File: config.mk
export PLATFORM = sky130hd
export DESIGN_NAME = dcache_mem_ctrl
export DESIGN_NICKNAME = d
export VERILOG_FILES = /design/src/rtl/dmc_pkg.sv /design/src/rtl/dmc_wbuf.sv /design/src/rtl/dcache_mem_ctrl.sv
export SDC_FILE = /design/constraint.sdc
export NUM_CORES = 1
export LEC_CHECK = 0
export BUFFER_PORTS_ARGS = -buffer_cell sky130_fd_sc_hd__buf_4
export CAP_MARGIN = 10
export CELL_PAD_IN_SITES_DETAIL_PLACEMENT = 0
export CELL_PAD_IN_SITES_GLOBAL_PLACEMENT = 1
export CORE_MARGIN = 5
export CORE_UTILIZATION = 47
export DETAILED_ROUTE_END_ITERATION = 8
export PLACE_DENSITY = 0.89
export RECOVER_POWER = 50
export SYNTH_ARGS = -nofsm -noshare
export SYNTH_HDL_FRONTEND = slang
export SYNTH_HIERARCHICAL = 1
export SYNTH_SLANG_ARGS = --single-unit
File: constraint.sdc
create_clock -name clock -period 6.21 [get_ports clock]
set_input_delay 0.3105 -clock clock [delete_from_list [all_inputs] [get_ports clock]]
set_output_delay 0.3105 -clock clock [all_outputs]
set_load 0.05 [all_outputs]
File: src/rtl/dmc_pkg.sv
// Shared encodings and read-miss table types for dcache_mem_ctrl.
package dmc_pkg;

  localparam logic [1:0] BUS_NONE  = 2'd0;
  localparam logic [1:0] BUS_LOAD  = 2'd1;
  localparam logic [1:0] BUS_STORE = 2'd2;

  localparam logic [1:0] MEM_BYTE   = 2'd0;
  localparam logic [1:0] MEM_HALF   = 2'd1;
  localparam logic [1:0] MEM_WORD   = 2'd2;
  localparam logic [1:0] MEM_DOUBLE = 2'd3;

  typedef enum logic [1:0] {
    RD_FREE = 2'd0,
    RD_PEND = 2'd1,
    RD_OUT  = 2'd2
  } rd_state_e;

  typedef struct packed {
    rd_state_e   state;
    logic [12:0] blk;
    logic [15:0] gnt;
    logic [3:0]  mem_tag;
  } rd_entry_t;

  typedef struct packed {
    logic [15:0] addr;
    logic [63:0] data;
    logic [1:0]  size;
  } wb_entry_t;

endpackage

File: src/rtl/dmc_wbuf.sv
// In-order store FIFO: two enqueues per cycle (wb before wr), one pop, block-match lookup.
module dmc_wbuf
  import dmc_pkg::*;
#(
  parameter int WB_DEPTH = 4
) (
  input  logic        clk,
  input  logic        reset,
  input  logic        wb_en,
  input  logic [15:0] wb_addr,
  input  logic [63:0] wb_data,
  input  logic [1:0]  wb_size,
  input  logic        wr_en,
  input  logic [15:0] wr_addr,
  input  logic [63:0] wr_data,
  input  logic [1:0]  wr_size,
  input  logic        pop,
  input  logic [12:0] lk_blk,
  output logic        lk_hit,
  output logic [15:0] head_addr,
  output logic [63:0] head_data,
  output logic [1:0]  head_size,
  output logic        empty,
  output logic        full,
  output logic        near_full
);
  localparam int PW = $clog2(WB_DEPTH);
  localparam int CW = $clog2(WB_DEPTH + 1);

  wb_entry_t      mem_q [WB_DEPTH];
  wb_entry_t      mem_d [WB_DEPTH];
  logic [PW-1:0]  wp_q, wp_d, rp_q, rp_d;
  logic [CW-1:0]  cnt_q, cnt_d;
  logic           wb_ok, wr_ok, drop;
  int             free_n;

  always_comb begin
    mem_d  = mem_q;
    wp_d   = wp_q;
    rp_d   = rp_q;
    free_n = WB_DEPTH - int'(cnt_q);
    wb_ok  = wb_en && (free_n >= 1);
    wr_ok  = wr_en && (free_n >= (wb_ok ? 2 : 1));
    drop   = (wb_en && !wb_ok) || (wr_en && !wr_ok);
    if (wb_ok) begin
      mem_d[wp_d] = '{addr: wb_addr, data: wb_data, size: wb_size};
      wp_d = wp_d + 1'b1;
    end
    if (wr_ok) begin
      mem_d[wp_d] = '{addr: wr_addr, data: wr_data, size: wr_size};
      wp_d = wp_d + 1'b1;
    end
    if (pop) rp_d = rp_q + 1'b1;
    cnt_d = cnt_q + CW'(wb_ok) + CW'(wr_ok) - CW'(pop);
  end

  // Occupied slots are the cnt_q entries starting at the read pointer.
  always_comb begin
    lk_hit = 1'b0;
    for (int i = 0; i < WB_DEPTH; i++) begin
      if (CW'(PW'(i) - rp_q) < cnt_q && mem_q[i].addr[15:3] == lk_blk) lk_hit = 1'b1;
    end
  end

  assign head_addr = mem_q[rp_q].addr;
  assign head_data = mem_q[rp_q].data;
  assign head_size = mem_q[rp_q].size;
  assign empty     = (cnt_q == '0);
  assign full      = (int'(cnt_q) > WB_DEPTH - 2);
  assign near_full = (int'(cnt_q) >= WB_DEPTH - 1);

  always_ff @(posedge clk) begin
    if (reset) begin
      wp_q  <= '0;
      rp_q  <= '0;
      cnt_q <= '0;
      for (int i = 0; i < WB_DEPTH; i++) mem_q[i] <= '0;
    end else begin
      wp_q  <= wp_d;
      rp_q  <= rp_d;
      cnt_q <= cnt_d;
      mem_q <= mem_d;
      assert (!drop);
    end
  end

endmodule

File: src/rtl/dcache_mem_ctrl.sv
// Dcache memory controller: store FIFO + read-miss table sharing one memory command port.
// Optional DMC_RD_COALESCE_EN merges reads to an already tracked block into that entry.
module dcache_mem_ctrl
  import dmc_pkg::*;
#(
  parameter int WB_DEPTH = 4,
  parameter int RD_DEPTH = 4
) (
  input  logic        clock,
  input  logic        reset,
  input  logic        wb_en_in,
  input  logic [15:0] wb_addr_in,
  input  logic [63:0] wb_data_in,
  input  logic [1:0]  wb_size_in,
  input  logic        wr_en_in,
  input  logic [15:0] wr_addr_in,
  input  logic [63:0] wr_data_in,
  input  logic [1:0]  wr_size_in,
  input  logic        rd_en_in,
  input  logic [15:0] rd_addr_in,
  input  logic [15:0] rd_gnt_in,
  output logic [1:0]  proc2mem_command,
  output logic [15:0] proc2mem_addr,
  output logic [63:0] proc2mem_data,
  output logic [1:0]  proc2mem_size,
  input  logic [3:0]  mem2proc_response,
  input  logic [63:0] mem2proc_data,
  input  logic [3:0]  mem2proc_tag,
  output logic        fill_en,
  output logic [4:0]  fill_idx,
  output logic [7:0]  fill_tag,
  output logic [63:0] fill_data,
  output logic [15:0] fill_gnt,
  output logic        wbuf_full,
  output logic        rdq_full
);
  localparam int IW = (RD_DEPTH > 1) ? $clog2(RD_DEPTH) : 1;

  rd_entry_t       rd_q [RD_DEPTH];
  rd_entry_t       rd_d [RD_DEPTH];
  logic            pend_any, free_any, fill_hit, co_hit;
  logic [IW-1:0]   pend_idx, free_idx, fill_i, co_i;
  logic            sel_store, accept, wb_pop, wb_hit, wb_empty, wb_near;
  logic [15:0]     wb_head_addr;
  logic [63:0]     wb_head_data;
  logic [1:0]      wb_head_size;
  logic            unused_ok;

  assign unused_ok = ^rd_addr_in[2:0];

  dmc_wbuf #(.WB_DEPTH(WB_DEPTH)) u_wbuf (
    .clk(clock), .reset(reset),
    .wb_en(wb_en_in), .wb_addr(wb_addr_in), .wb_data(wb_data_in), .wb_size(wb_size_in),
    .wr_en(wr_en_in), .wr_addr(wr_addr_in), .wr_data(wr_data_in), .wr_size(wr_size_in),
    .pop(wb_pop), .lk_blk(rd_q[pend_idx].blk), .lk_hit(wb_hit),
    .head_addr(wb_head_addr), .head_data(wb_head_data), .head_size(wb_head_size),
    .empty(wb_empty), .full(wbuf_full), .near_full(wb_near)
  );

  // Downward scans leave the lowest matching index in each *_idx.
  always_comb begin
    pend_any = 1'b0; pend_idx = '0;
    free_any = 1'b0; free_idx = '0;
    fill_hit = 1'b0; fill_i   = '0;
    for (int i = RD_DEPTH - 1; i >= 0; i--) begin
      if (rd_q[i].state == RD_PEND) begin pend_any = 1'b1; pend_idx = IW'(i); end
      if (rd_q[i].state == RD_FREE) begin free_any = 1'b1; free_idx = IW'(i); end
      if (rd_q[i].state == RD_OUT && mem2proc_tag != 4'd0 && rd_q[i].mem_tag == mem2proc_tag) begin
        fill_hit = 1'b1; fill_i = IW'(i);
      end
    end
  end

  assign rdq_full  = !free_any;
  assign accept    = (mem2proc_response != 4'd0);
  assign sel_store = !wb_empty && (!pend_any || wb_hit || wb_near);
  assign wb_pop    = sel_store && accept;

  always_comb begin
    proc2mem_command = BUS_NONE;
    proc2mem_addr    = '0;
    proc2mem_data    = '0;
    proc2mem_size    = '0;
    if (sel_store) begin
      proc2mem_command = BUS_STORE;
      proc2mem_addr    = wb_head_addr;
      proc2mem_data    = wb_head_data;
      proc2mem_size    = wb_head_size;
    end else if (pend_any) begin
      proc2mem_command = BUS_LOAD;
      proc2mem_addr    = {rd_q[pend_idx].blk, 3'b000};
      proc2mem_size    = MEM_DOUBLE;
    end
  end

  assign fill_en   = fill_hit;
  assign fill_idx  = fill_hit ? rd_q[fill_i].blk[4:0]  : '0;
  assign fill_tag  = fill_hit ? rd_q[fill_i].blk[12:5] : '0;
  assign fill_data = fill_hit ? mem2proc_data          : '0;
  assign fill_gnt  = fill_hit ? rd_q[fill_i].gnt       : '0;

  always_comb begin
    rd_d   = rd_q;
    co_hit = 1'b0;
    co_i   = '0;
    if (!sel_store && pend_any && accept) begin
      rd_d[pend_idx].state   = RD_OUT;
      rd_d[pend_idx].mem_tag = mem2proc_response;
    end
    if (fill_hit) rd_d[fill_i] = '0;
`ifdef DMC_RD_COALESCE_EN
    for (int i = RD_DEPTH - 1; i >= 0; i--) begin
      if (rd_q[i].state != RD_FREE && !(fill_hit && fill_i == IW'(i)) &&
          rd_q[i].blk == rd_addr_in[15:3]) begin
        co_hit = 1'b1; co_i = IW'(i);
      end
    end
`endif
    // free_idx comes from registered state, so a slot freed by this cycle's fill is not reused.
    if (rd_en_in) begin
      if (co_hit) begin
        rd_d[co_i].gnt = rd_d[co_i].gnt | rd_gnt_in;
      end else if (free_any) begin
        rd_d[free_idx].state   = RD_PEND;
        rd_d[free_idx].blk     = rd_addr_in[15:3];
        rd_d[free_idx].gnt     = rd_gnt_in;
        rd_d[free_idx].mem_tag = '0;
      end
    end
  end

  always_ff @(posedge clock) begin
    if (reset) begin
      for (int i = 0; i < RD_DEPTH; i++) rd_q[i] <= '0;
    end else begin
      rd_q <= rd_d;
    end
  end

endmodule

Word level (Yosys, flattened, before mapping):

Cells that the tools add are included.

* logic and storage cells: 204
* output and inout bits: 180
* input port bits: 273
* bits in registers: 475

* bitwise logic cells: 8
* mux-type cells: 83
* add/subtract/negate cells: 11
* equal/unequal tests: 16
* reductions and logical operators: 36
* $lt $le $gt $ge: 19

Operators by type and width (count)
* 140-bit bitwise mux: 6
* 328-bit bitwise mux: 2
* 328-bit 2-to-1 mux: 2
* 140-bit 2-to-1 mux: 4
* 35-bit demux with 2-bit select: 7
* 82-bit demux with 2-bit select: 2
* 82-bit 2-to-1 mux: 4
* 33-bit 2-to-1 mux: 5
* 82-bit binary-select mux with 2-bit select: 1
* 140-bit bitwise AND: 1
* 35-bit binary-select mux with 2-bit select: 2
* 140-bit inverter: 1
* 64-bit 2-to-1 mux: 2
* 35-bit 2-to-1 mux: 3
* 13-bit == test: 4
* 16-bit 2-to-1 mux: 3
* 2-bit 2-to-1 mux: 18
* 32-bit by 2-bit >= comparator with 1-bit output (second input constant): 1
* 32-bit >= comparator: 1
* 1-bit logical AND: 23
* 20-bit 2-to-1 mux: 1
* 3-bit >= comparator (second input constant): 6
* 2-bit inverter with 3-bit output: 6
* 1-bit 2-to-1 mux: 17
* 21 further kinds: 51

Logic depth before layout (Yosys ltp):

Gate-level depths: netlist of the first run.

* depth after elaboration: 30
* gate-level depth with buffers: 22
* depth with buffers taken out: 18

Modules after synthesis:

Netlist of the first run, hierarchy kept.

Modules (own cells, without submodules)
* dmc_wbuf: times used 1, area each 19690.1 µm², cells each 2089, sequential area each 6706.4 µm²
* dcache_mem_ctrl: times used 1, area each 7430.9 µm², cells each 856, sequential area each 2802.7 µm²

Worst setup path after synthesis of the first run:

OpenSTA, ideal clock, no wires.

* path type: reg-to-reg
* start point: reg rd_q[68] in the netlist's numbering
* end point: reg u_wbuf.cnt_q[1]
* buffers on the path: 2
* clock period less this slack: 4235 ps
* cell stages (with the launch flop): 20
* data arrival time: 4105 ps
* path slack: 1975 ps
* path through: dfxtp_1 -> nor2b_1 -> o21ai_0 -> clkbuf_1 -> nand3_1 -> a32oi_1 -> xnor2_1 -> nand4_1 -> nor4_1 -> nand4_1 -> nand4_1 -> nor2_1 -> a21oi_1 -> clkbuf_1 -> and2_1 -> xnor2_1 -> fa_1 -> inv_1 -> fa_1 -> nor2b_1

* cells in the longest elaborated chain, start to end: 19
* elaborated cells between the ends (all ways): 29

Ends and longest elaborated chain
* from (decl): RTL line dcache_mem_ctrl.sv:39 `rd_entry_t rd_q [RD_DEPTH];`
* from (signal assigned): RTL line dcache_mem_ctrl.sv:136 `rd_q <= rd_d;`
* 2-bit by 1-bit == test with 1-bit output *: RTL line dcache_mem_ctrl.sv:66 `if (rd_q[i].state == RD_PEND) begin pend_any = 1'b1; pend_idx = IW'(i); end`
* 2-bit 2-to-1 mux * (3 in a row): RTL line dcache_mem_ctrl.sv:66
* 2-bit inverter with 3-bit output (not written as such) *: RTL line dcache_mem_ctrl.sv:55 `.pop(wb_pop), .lk_blk(rd_q[pend_idx].blk), .lk_hit(wb_hit),`
* 35-bit binary-select mux with 2-bit select *: RTL line dcache_mem_ctrl.sv:55
* 33-bit 2-to-1 mux (not written as such) * (2 in a row): RTL line dcache_mem_ctrl.sv:55
* 13-bit == test: RTL line dmc_wbuf.sv:61 `if (CW'(PW'(i) - rp_q) < cnt_q && mem_q[i].addr[15:3] == lk_blk) lk_hit = 1'b1;`
* 1-bit logical AND: RTL line dmc_wbuf.sv:61
* 1-bit 2-to-1 mux (3 in a row): RTL line dmc_wbuf.sv:61
* 1-bit 2-to-1 mux *: RTL line dmc_wbuf.sv:61
* via wb_hit: RTL line dcache_mem_ctrl.sv:43 `logic sel_store, accept, wb_pop, wb_hit, wb_empty, wb_near;`
* 1-bit logical OR * (2 in a row): RTL line dcache_mem_ctrl.sv:76 `assign sel_store = !wb_empty && (!pend_any || wb_hit || wb_near);`
* 1-bit logical AND *: RTL line dcache_mem_ctrl.sv:76
* via sel_store: RTL line dcache_mem_ctrl.sv:43
* 1-bit logical AND *: RTL line dcache_mem_ctrl.sv:77 `assign wb_pop = sel_store && accept;`
* via wb_pop: RTL line dcache_mem_ctrl.sv:43
* 3-bit by 1-bit subtractor with 3-bit output *: RTL line dmc_wbuf.sv:54 `cnt_d = cnt_q + CW'(wb_ok) + CW'(wr_ok) - CW'(pop);`
* via u_wbuf.cnt_d[1]: RTL line dmc_wbuf.sv:33 `logic [CW-1:0] cnt_q, cnt_d;`
* to (signal assigned): RTL line dmc_wbuf.sv:81 `cnt_q <= cnt_d;`
* to (decl): RTL line dmc_wbuf.sv:33

Mark *: on every way through the listed nets, which the timed path passes. The rest lies on a longest branch. The select of a mux whose other input is x is not followed.
A chain may end at the register's enable or synchronous reset.

Worst setup path in the final report of the first run:

* start point: reg u_wbuf.cnt_q[1]
* end point: reg u_wbuf/mem_q[164] in the netlist's numbering

* cells in the longest elaborated chain, start to end: 11
* elaborated cells between the ends (all ways): 16

Ends and longest elaborated chain
* 3-bit by 3-bit subtractor with 4-bit output *: RTL line dmc_wbuf.sv:41 `free_n = WB_DEPTH - int'(cnt_q);`
* parallel branches: the longest is 9 deep, another holds 32-bit by 2-bit >= comparator with 1-bit output
* 328-bit 2-to-1 mux *: RTL line dmc_wbuf.sv:49 `if (wr_ok) begin`
* to (signal assigned): RTL line dmc_wbuf.sv:82 `mem_q <= mem_d;`
* to (decl): RTL line dmc_wbuf.sv:30 `wb_entry_t mem_q [WB_DEPTH];`

Every way passes the cells marked *.

==> results of run 1 <==
[cells by family after synthesis]
family          count (synthesis)
compound gates                611
xor+xnor                       72
fa+ha+maj                      29
buf+inv                       318
flops                         475
mux                            95
simple gates                 1345
[state kept, by name, indices dropped and copies added (netlist names)]
| register | flops |
|---|---|
| u_wbuf/wp_q | 2 |
| rd_q | 140 |
| u_wbuf/mem_q | 328 |
| u_wbuf/rp_q | 2 |
| u_wbuf/cnt_q | 3 |
[timing repair]
| action | 4_1_cts | 5_1_grt |
|---|---|---|
| hold buffers | 68 | 0 |
| setup buffers | 0 | 0 |
| hold endpoints to repair | 180 | 0 |
[area by class of cell]
class	count	area (um2)
antenna	11	27.53
clock buffer	76	1544
clock inverter	21	241.5
fill	5073	24810
inverter	31	116.4
multi-input combinational	2152	15910
sequential	475	9517
tap	765	957.2
timing repair buffer	561	4352
[path summary, 6_finish.rpt]
path,from,endpoint,slack [ns],cells past startpoint
setup / recovery,u_wbuf/cnt_q[1],u_wbuf/mem_q[164],0.44,13
hold / removal,wb_addr_in[6],u_wbuf/mem_q[72],0.004,3
setup reg to reg,u_wbuf/cnt_q[1],u_wbuf/mem_q[164],0.44,13
hold reg to reg,rd_q[123],rd_q[123],0.47,2
[placed cells by master, fill, tap and decap left out, types with 14 or more instances in the layout]
cell type	instances
o211ai_1	14
xnor2_1	25
dlygate4sd3_1	68
a32o_1	29
a311oi_1	20
a22o_1	71
nand3_1	50
a221oi_1	16
a311oi_2	310
o22ai_1	14
and2_1	86
a21oi_1	44
and2_0	48
o21ai_0	17
clkbuf_16	54
nor2_1	372
inv_1	30
o2bb2ai_1	16
buf_4	454
nand2_1	699
mux4_2	82
xor2_1	46
clkbuf_1	27
clkbuf_2	16
dfxtp_1	473
ha_1	27
[power by group through the flow]
stage | Sequential [mW] | Clock [mW] | Combinational (mW)
2_1_floorplan | 4.37 | 0 | 5.42
3_3_place_gp | 4.59 | 0 | 6.78
3_5_place_dp | 4.63 | 0 | 6.96
4_1_cts | 4.58 | 3.28 | 7.04
5_1_grt | 4.70 | 3.40 | 7.47
6_report | 4.61 | 3.24 | 7.02
[metal layers]
metal  part of all wire [%]  global-route usage (%)
met4                    3.4                   11.23
met2                     49                   48.30
met5                  0.037                       0
met1                     39                   34.44
met3                    8.4                   5.659
[synthesized netlist by cell type (8+ instances only)]
master | instances | area share, %
nand2_1 | 699 | 9.7
dfxtp_1 | 475 | 35
nor2_1 | 373 | 5.2
a311oi_2 | 318 | 18
and2_1 | 137 | 3.2
clkbuf_1 | 101 | 1.4
buf_4 | 89 | 2.5
mux4_2 | 82 | 6.8
buf_2 | 73 | 1.3
a22o_1 | 71 | 2.3
nand3_1 | 50 | 0.92
a21oi_1 | 46 | 0.85
xor2_1 | 46 | 1.5
inv_1 | 30 | 0.42
a32o_1 | 29 | 1.1
ha_1 | 27 | 1.2
xnor2_1 | 25 | 0.81
o21ai_0 | 17 | 0.31
a221oi_1 | 16 | 0.52
o2bb2ai_1 | 16 | 0.52
o211ai_1 | 14 | 0.39
o22ai_1 | 14 | 0.32
a32oi_1 | 13 | 0.42
mux2i_1 | 13 | 0.48
nor3b_1 | 13 | 0.36
o2111ai_1 | 13 | 0.42
o221a_2 | 13 | 0.54
a311oi_1 | 12 | 0.39
nand4_1 | 12 | 0.28
nor2b_1 | 11 | 0.25
nor3_1 | 10 | 0.18
nor4_1 | 10 | 0.23
buf_6 | 8 | 0.33
[through the flow]
| stage | total power [mW] | hold WS (ns) | cell area, um2 | setup slack, ns | instances |
|---|---|---|---|---|---|
| after floorplan | 9.792 | 0.4360 | 27120 | 1.975 | 2945 |
| after global placement | 11.37 | 0.4536 | 30390 | 1.240 | 3915 |
| after detailed placement | 11.59 | 0.4622 | 30390 | 1.087 | 3915 |
| after CTS | 14.90 | 0.0001493 | 32860 | 0.5302 | 4080 |
| after global routing | 15.57 | 0.01513 | 32670 | 0.1534 | 4092 |
| final | 14.87 | 0.004173 | 32670 | 0.4386 | 4092 |
[worst reg2reg max path: stages, from the launching register on]
cell           delay (ns)
dfxtp_1              0.43
inv_1                0.25
ha_1                 0.28
ha_1                 0.30
nand3b_1             0.11
o211a_1              0.76
inv_1                0.16
ha_1                 0.31
nand2b_1             0.10
a211o_1              0.30
nand3_2              1.11
buf_12               0.64
a311oi_1             0.36
dlygate4sd3_1        0.60
==> results.cfg, run 1 <==
[setup_path]
crit_slowest_cell = nand3_2
critPathRequiredTime_ns = 6.76
cp_max_fo = 59
crit_buf_inv = 4
slowest_delay_ns = 1.11
cp-end-kind = flop
crit_family = buffers and inverters
crit_arrival_ns = 6.32
crit_type = reg2reg
startpoint_type = flop
path_cells = inv_1 -> ha_1 -> ha_1 -> nand3b_1 -> o211a_1 -> inv_1 -> ha_1 -> nand2b_1 -> a211o_1 -> nand3_2 -> buf_12 -> a311oi_1 -> dlygate4sd3_1
cp_common_cell = ha_1

[detailed_routing]
drt-initial-drc-count = 1994
avgRoutedWirePerCell_um = 22.86
drc = 0
vias_per_cell = 6.131
drtPass1Iterations = 6
dr_total_vias = 25088
finalWirelength_mm = 93.55
postRouteAntennaNets = 0

[logic_synthesis]
synthCells = 2945
synth_top_family_by_area = compound AO/OA/AOI/OAI gates
synth_seq_cells = 475
synth_seq_area_share_pct = 35.06
synth_nets = 3247
synth_flop_cell = dfxtp_1
synth_edf_count = 0
synth_xor_area_share_pct = 2.353
syn_area_per_cell_um2 = 9.209
synth.cell_area_mm2 = 0.02712
synthSimpleGateAreaFrac_pct = 21.36
async_flop_share_pct = 0
synth.distinct_cells = 66
muxShareOfSynthArea_pct = 7.289
synth_compound_area_share_pct = 26.28
synthAdderAreaFrac_pct = 1.393
synth_warnings = 6

[timing]
finalMaxSlewViolations = 282
fin_skew_ns = 0.02041
grt_setup_unrepaired = false
max_slew.worst_pin.slew_ns = 2.591
fin_crit_ns = 5.771
setup-tns-final_ns = 0
fmax_ghz = 0.1733
period_share_pct = 92.94
hold_viol = 0
finalSetupViolCount = 0
relSlewSlack_pct = -73.89

[clock_network]
cts_buffers = 53
clkSinkCount = 475
path_clk_slew_ns = 0.06
h-tree-depth = 2
post_cts_resize_count = 0
cts_tree = yes
worstSkewPairLatency_ns = 0.61
cts_root_buf = clkbuf_16
clk_path_buf_depth = 3

[power]
p_leak_nw = 11.98
comb_power_share_pct = 47.2
p_clk_share_pct = 21.8
power_density_mw_per_mm2 = 455.1
p_sw_mw = 6.330
intPower_mw = 8.535
p_seq_share_pct = 31.0
ir_drop_mv = 0.3048
power_switching_share_pct = 42.59

[die]
ioPinCount = 453
dieArea_mm2 = 0.06261
die_w_um = 250.2
core-area_mm2 = 0.05748
dieHeight_um = 250.2
initial_core_util_pct = 47.19
rows = 88

[global_routing]
grt_overflow = 0
grt_start_max_net_pins = 141
antenna_found_initial = 14
grtUsageTotal_pct = 28.02
grt_pass1_wl_mm = 143.6
grt_pass1_vias = 25439

[cells_and_area]
syn_to_final_growth_pct = 20.45
layout.nets = 3576
drive_gt1_share_pct = 30.07
fin_util_pct = 56.84

[run_status]
outcome = complete, but fails checks
violations = max-capacitance violations, max-slew violations

[hold_path]
hp-class = in2reg

[placement]
place_congestion = 0.9025
hpwl_mm = 58.32
portBuffers = 449

[run]
cap_violations = 6
No activity file was read; power rests on OpenSTA's default activity.
==> run 2, diff against run 1 <==
HOLD_SLACK_MARGIN = 0.08   (was unset)
==> run 2 against run 1 <==
Net effect: the flow still finishes with violations (max-capacitance violations, max-slew violations); sequential share of layout area shrank 1.7 points; via count is 4.0% higher; cell count rose by 5.3%; worst setup slack lost 0.019 ns; sequential cell count stayed put; core utilization rose by 3.6 points; clock power barely moved.
==> results.cfg, run 2 (synthesis gave the netlist of run 1 again) <==
[cells_and_area]
fillers = 4843
fin_util_pct = 60.41
final_cell_mix = 699 x nand2_1, 473 x dfxtp_1, 442 x buf_4
multiInputGateArea_mm2 = 0.01589
final_common_cell = nand2_1
largestRegisters = u_wbuf/mem_q x328, rd_q x140, u_wbuf/cnt_q x3
drive_gt1_share_pct = 27.76
syn_to_final_growth_pct = 28.02
layout.nets = 3787
regMostFlops = u_wbuf/mem_q
largest_reg_flops = 328
regArea_mm2 = 0.009517

[global_routing]
antenna_found_initial = 17
grt_start_max_net_pins = 141
grt_overflow = 0
grt_pass1_vias = 26787
grt_pass1_wl_mm = 148.9
grtUsageTotal_pct = 28.88

[timing]
finalWorstSetupSlack_ns = 0.4200
timing.hold.ws_ns = 0.2365
finalMaxSlewViolations = 229
finalSetupViolCount = 0
grt_setup_unrepaired = false
hold_viol = 0
fin_crit_ns = 5.790
fin_skew_ns = 0.02042
fmax_ghz = 0.1727
setup-tns-final_ns = 0
period_share_pct = 93.24
relSlewSlack_pct = -72.57
max_slew.worst_pin.slew_ns = 2.571

[detailed_routing]
vias_per_cell = 6.059
drtPass1Iterations = 6
drt-initial-drc-count = 2252
avgRoutedWirePerCell_um = 22.35
finalWirelength_mm = 96.28
postRouteAntennaNets = 0
dr_total_vias = 26101
drc = 0

[placement]
portBuffers = 449
place_congestion = 0.9025
post-place-ws_ns = 1.087
hpwl_mm = 58.32

[run]
cap_violations = 5

[die]
ioPinCount = 453
dieArea_mm2 = 0.06261
rows = 88
initial_core_util_pct = 47.19
core-area_mm2 = 0.05748
dieHeight_um = 250.2
die_w_um = 250.2

[setup_path]
startpoint_type = flop
critPathRequiredTime_ns = 6.76
cp_max_fo = 116
cp-end-kind = flop
crit_type = reg2reg
crit_arrival_ns = 6.34

[clock_network]
cts_tree = yes
clk_path_buf_depth = 3
path_clk_slew_ns = 0.06
post_cts_buffers = 0
cts_root_buf = clkbuf_16
h-tree-depth = 2
worstSkewPairLatency_ns = 0.61
cts_buffers = 53
clkSinkCount = 475

[power]
power_density_mw_per_mm2 = 439.4
p_leak_nw = 12.98
power_switching_share_pct = 42.26
p_seq_share_pct = 30.2
comb_power_share_pct = 48.5
intPower_mw = 8.809
p_sw_mw = 6.448
p_clk_share_pct = 21.3
ir_drop_mv = 0.3081

[run_status]
outcome = complete, but fails checks
violations = max-capacitance violations, max-slew violations

[hold_path]
hp-class = in2reg
==> run 2: cell count changes in the layout (fill, tap and decap cells not counted), sizes merged <==
cell,previous run,this run
buf,460,448
diode,11,16
clkbuf,109,121
dlygate4sd3,68,279
==> run 2: power by group through the flow <==
stage / Sequential (mW) / Combinational, mW / Clock, mW
final: 4.61 / 7.40 / 3.25
after global routing: 4.70 / 7.84 / 3.41
after CTS: 4.58 / 7.37 / 3.28
after detailed placement: 4.63 / 6.96 / 0
after global placement: 4.59 / 6.78 / 0
after floorplan: 4.37 / 5.42 / 0
==> run 2: area by class of cell <==
| type | count | area share, % |
|---|---|---|
| Clock buffer | 76 | 4.447 |
| Inverter | 31 | 0.3351 |
| Clock inverter | 21 | 0.6955 |
| Tap cell | 765 | 2.757 |
| Sequential cell | 475 | 27.41 |
| Antenna cell | 16 | 0.1153 |
| Timing Repair Buffer | 772 | 18.48 |
| Multi-Input combinational cell | 2152 | 45.76 |
==> run 2: worst max-delay path, stage by stage, from the launching register on <==
cell and delay, ns:
dfxtp_1 0.41, inv_1 0.23, ha_1 0.27, ha_1 0.29, nand3b_1 0.11, o211a_1 0.76
inv_1 0.16, ha_1 0.30, nand2b_1 0.14, a211o_1 0.45, nand3_4 0.13, clkbuf_4 1.29
nor2_1 0.14, a311oi_2 0.35, dlygate4sd3_1 0.62
==> run 2: final timing paths <==
| kind | start | to | slack (ns) | cells after the start |
|---|---|---|---|---|
| hold / removal | reset | rd_q[116] | 0.24 | 2 |
| hold reg to reg | rd_q[111] | rd_q[111] | 0.47 | 2 |
| setup / recovery | u_wbuf/cnt_q[1] | u_wbuf/mem_q[33] | 0.42 | 14 |
| setup reg to reg | u_wbuf/cnt_q[1] | u_wbuf/mem_q[33] | 0.42 | 14 |
==> run 2: routing by layer <==
layer | GRT usage (%) | vias up | wire length, um
li1 | - | 11701 | -
met1 | 35.66 | 12755 | 37540
met2 | 49.79 | 1359 | 47210
met3 | 5.067 | 280 | 7860
met4 | 12.29 | 6 | 3627
met5 | 0 | - | 48
==> run 2: stage by stage <==
stage / total power, mW / area [um2] / instances
floorplan: 9.792 / 27120 / 2945
global placement: 11.37 / 30390 / 3915
detailed placement: 11.59 / 30390 / 3915
CTS: 15.23 / 34970 / 4291
global route: 15.95 / 34710 / 4305
finish: 15.26 / 34720 / 4308
==> run 2: repair_timing <==
item,4_1_cts,5_1_grt
setup endpoints to repair,0,0
hold buffers,279,0
gates resized for setup,0,0
endpoints found under the hold margin,460,0
==> run 3, diff against run 2 <==
CELL_PAD_IN_SITES_DETAIL_PLACEMENT = unset   (was 0)
CELL_PAD_IN_SITES_GLOBAL_PLACEMENT = unset   (was 1)
CORE_ASPECT_RATIO = 1.5   (was unset)
CORE_UTILIZATION = 50   (was 47)
PLACE_DENSITY = 0.75   (was 0.89)
==> run 3 against run 2 <==
Net effect: the flow still finishes with violations (max-capacitance violations, max-slew violations); clock-buffer cell count shrank 8; power shrank 0.22%; worst setup slack lost 0.31 ns; die area shrank 5.6%; first-iteration DRC count grew 8.8%; register-to-register slack is essentially flat; via count grew 3.0%; clock power shrank 4%; critical path depth shrank 6; critical endpoint is now fill_gnt[11]; largest power group unchanged.
==> results.cfg, run 3 (synthesis gave the netlist of run 1 again) <==
[run_status]
outcome = complete, but fails checks
violations = max-capacitance violations, max-slew violations

[timing]
finalMaxSlewViolations = 129
relSlewSlack_pct = -124.0
setup-tns-final_ns = 0
fmax_ghz = 0.1640
period_share_pct = 98.19
grt_setup_unrepaired = false
finalSetupViolCount = 0
max_slew.worst_pin.slew_ns = 3.330
fin_crit_ns = 6.098
finalWorstSetupSlack_ns = 0.1124
hold_viol = 0
timing.hold.ws_ns = 0.2271
fin_skew_ns = 0.02459

[detailed_routing]
finalWirelength_mm = 98.75
dr_total_vias = 26881
avgRoutedWirePerCell_um = 23.39
drtPass1Iterations = 8
drt-initial-drc-count = 2451
vias_per_cell = 6.367
postRouteAntennaNets = 0
drc = 0

[global_routing]
grt_start_max_net_pins = 145
grtUsageTotal_pct = 31.33
antenna_found_initial = 16
grt_overflow = 0
grt_pass1_wl_mm = 152.0
grt_pass1_vias = 27991

[cells_and_area]
largestRegisters = u_wbuf/mem_q x328, rd_q x140, u_wbuf/cnt_q x3
final_cells = 4222
final_common_cell = nand2_1
final_cell_mix = 699 x nand2_1, 473 x dfxtp_1, 437 x buf_4
stdcell_area_mm2 = 0.03448
layout.nets = 3781
regMostFlops = u_wbuf/mem_q
largest_reg_flops = 328
fin_util_pct = 64.16
drive_gt1_share_pct = 28.13
syn_to_final_growth_pct = 27.14
fillers = 4227

[clock_network]
worstSkewPairLatency_ns = 0.60
h-tree-depth = 2
clkSinkCount = 475
path_clk_slew_ns = 0.07
post_cts_resize_count = 0
cts_tree = yes
cts_root_buf = clkbuf_16
cts_buffers = 47
clk_path_buf_depth = 3

[die]
core-area_mm2 = 0.05374
die_w_um = 200.2
rows = 104
ioPinCount = 453
dieArea_mm2 = 0.05910
dieHeight_um = 295.2
initial_core_util_pct = 50.47

[setup_path]
crit_type = in2out
critPathRequiredTime_ns = 5.90
cp_max_fo = 16
cp-end-kind = output pin
crit_arrival_ns = 5.79
reg2reg_depth = 14
startpoint_type = input pin

[power]
p_total_mw = 15.22
power_density_mw_per_mm2 = 441.5
ir_drop_mv = 0.4553
p_leak_nw = 13.04

[hold_path]
whs_path_depth = 2
hp-class = in2reg

[placement]
portBuffers = 449
placed_cell_area_mm2 = 0.03031
hpwl_mm = 59.94
post-place-ws_ns = 0.9988
place_congestion = 0.9181
dpl.cell_count = 3841

[run]
cap_violations = 4
==> run 3: layout make-up <==
class / count / area, um2 / share of cell area [%]
diodes: 17 / 42.54 / 0.1234
clock buffers: 68 / 1358 / 3.937
clock inverters: 18 / 289.0 / 0.8382
inverters: 31 / 116.4 / 0.3375
multi-input cells: 2152 / 15850 / 45.97
flip-flops and latches: 475 / 9517 / 27.60
well taps: 689 / 862.1 / 2.500
repair buffers: 772 / 6446 / 18.70
==> run 3: path summary, 6_finish.rpt <==
path                                         end  slack [ns]       startpoint
worst max-delay path                fill_gnt[11]        0.11  mem2proc_tag[0]
worst min-delay path                   rd_q[119]        0.23            reset
worst max register to register  u_wbuf/mem_q[59]        0.41  u_wbuf/cnt_q[1]
worst min register to register         rd_q[120]        0.47        rd_q[120]
==> run 3: critical path, stage by stage <==
cell       delay (ns)
clkbuf_1         0.22
nor4_1           2.64
or4b_1           0.83
nor2_1           0.20
nor4_2           0.56
clkbuf_2         0.51
o2bb2ai_1        0.19
buf_2            0.30
==> run 3: per-layer routing <==
layer,global-route usage (%),vias to the layer above,part of all wire [%]
met2,55.39,1732,50
met1,35.33,12996,36
li1,-,11700,-
met5,0,-,0.022
met3,6.057,449,8.9
met4,18.45,4,5.7
==> run 3: repair_timing <==
item,4_1_cts,5_1_grt
endpoints found under the setup margin,0,0
hold buffers,278,0
endpoints found under the hold margin,458,0
setup buffers,0,0
==> run 3: power by group <==
group	internal [mW]	leakage, nW	switching (mW)
combinational	2.94	8.36	4.52
sequential	3.96	3.87	0.682
clock	1.82	0.801	1.31
total	8.72	13.0	6.51
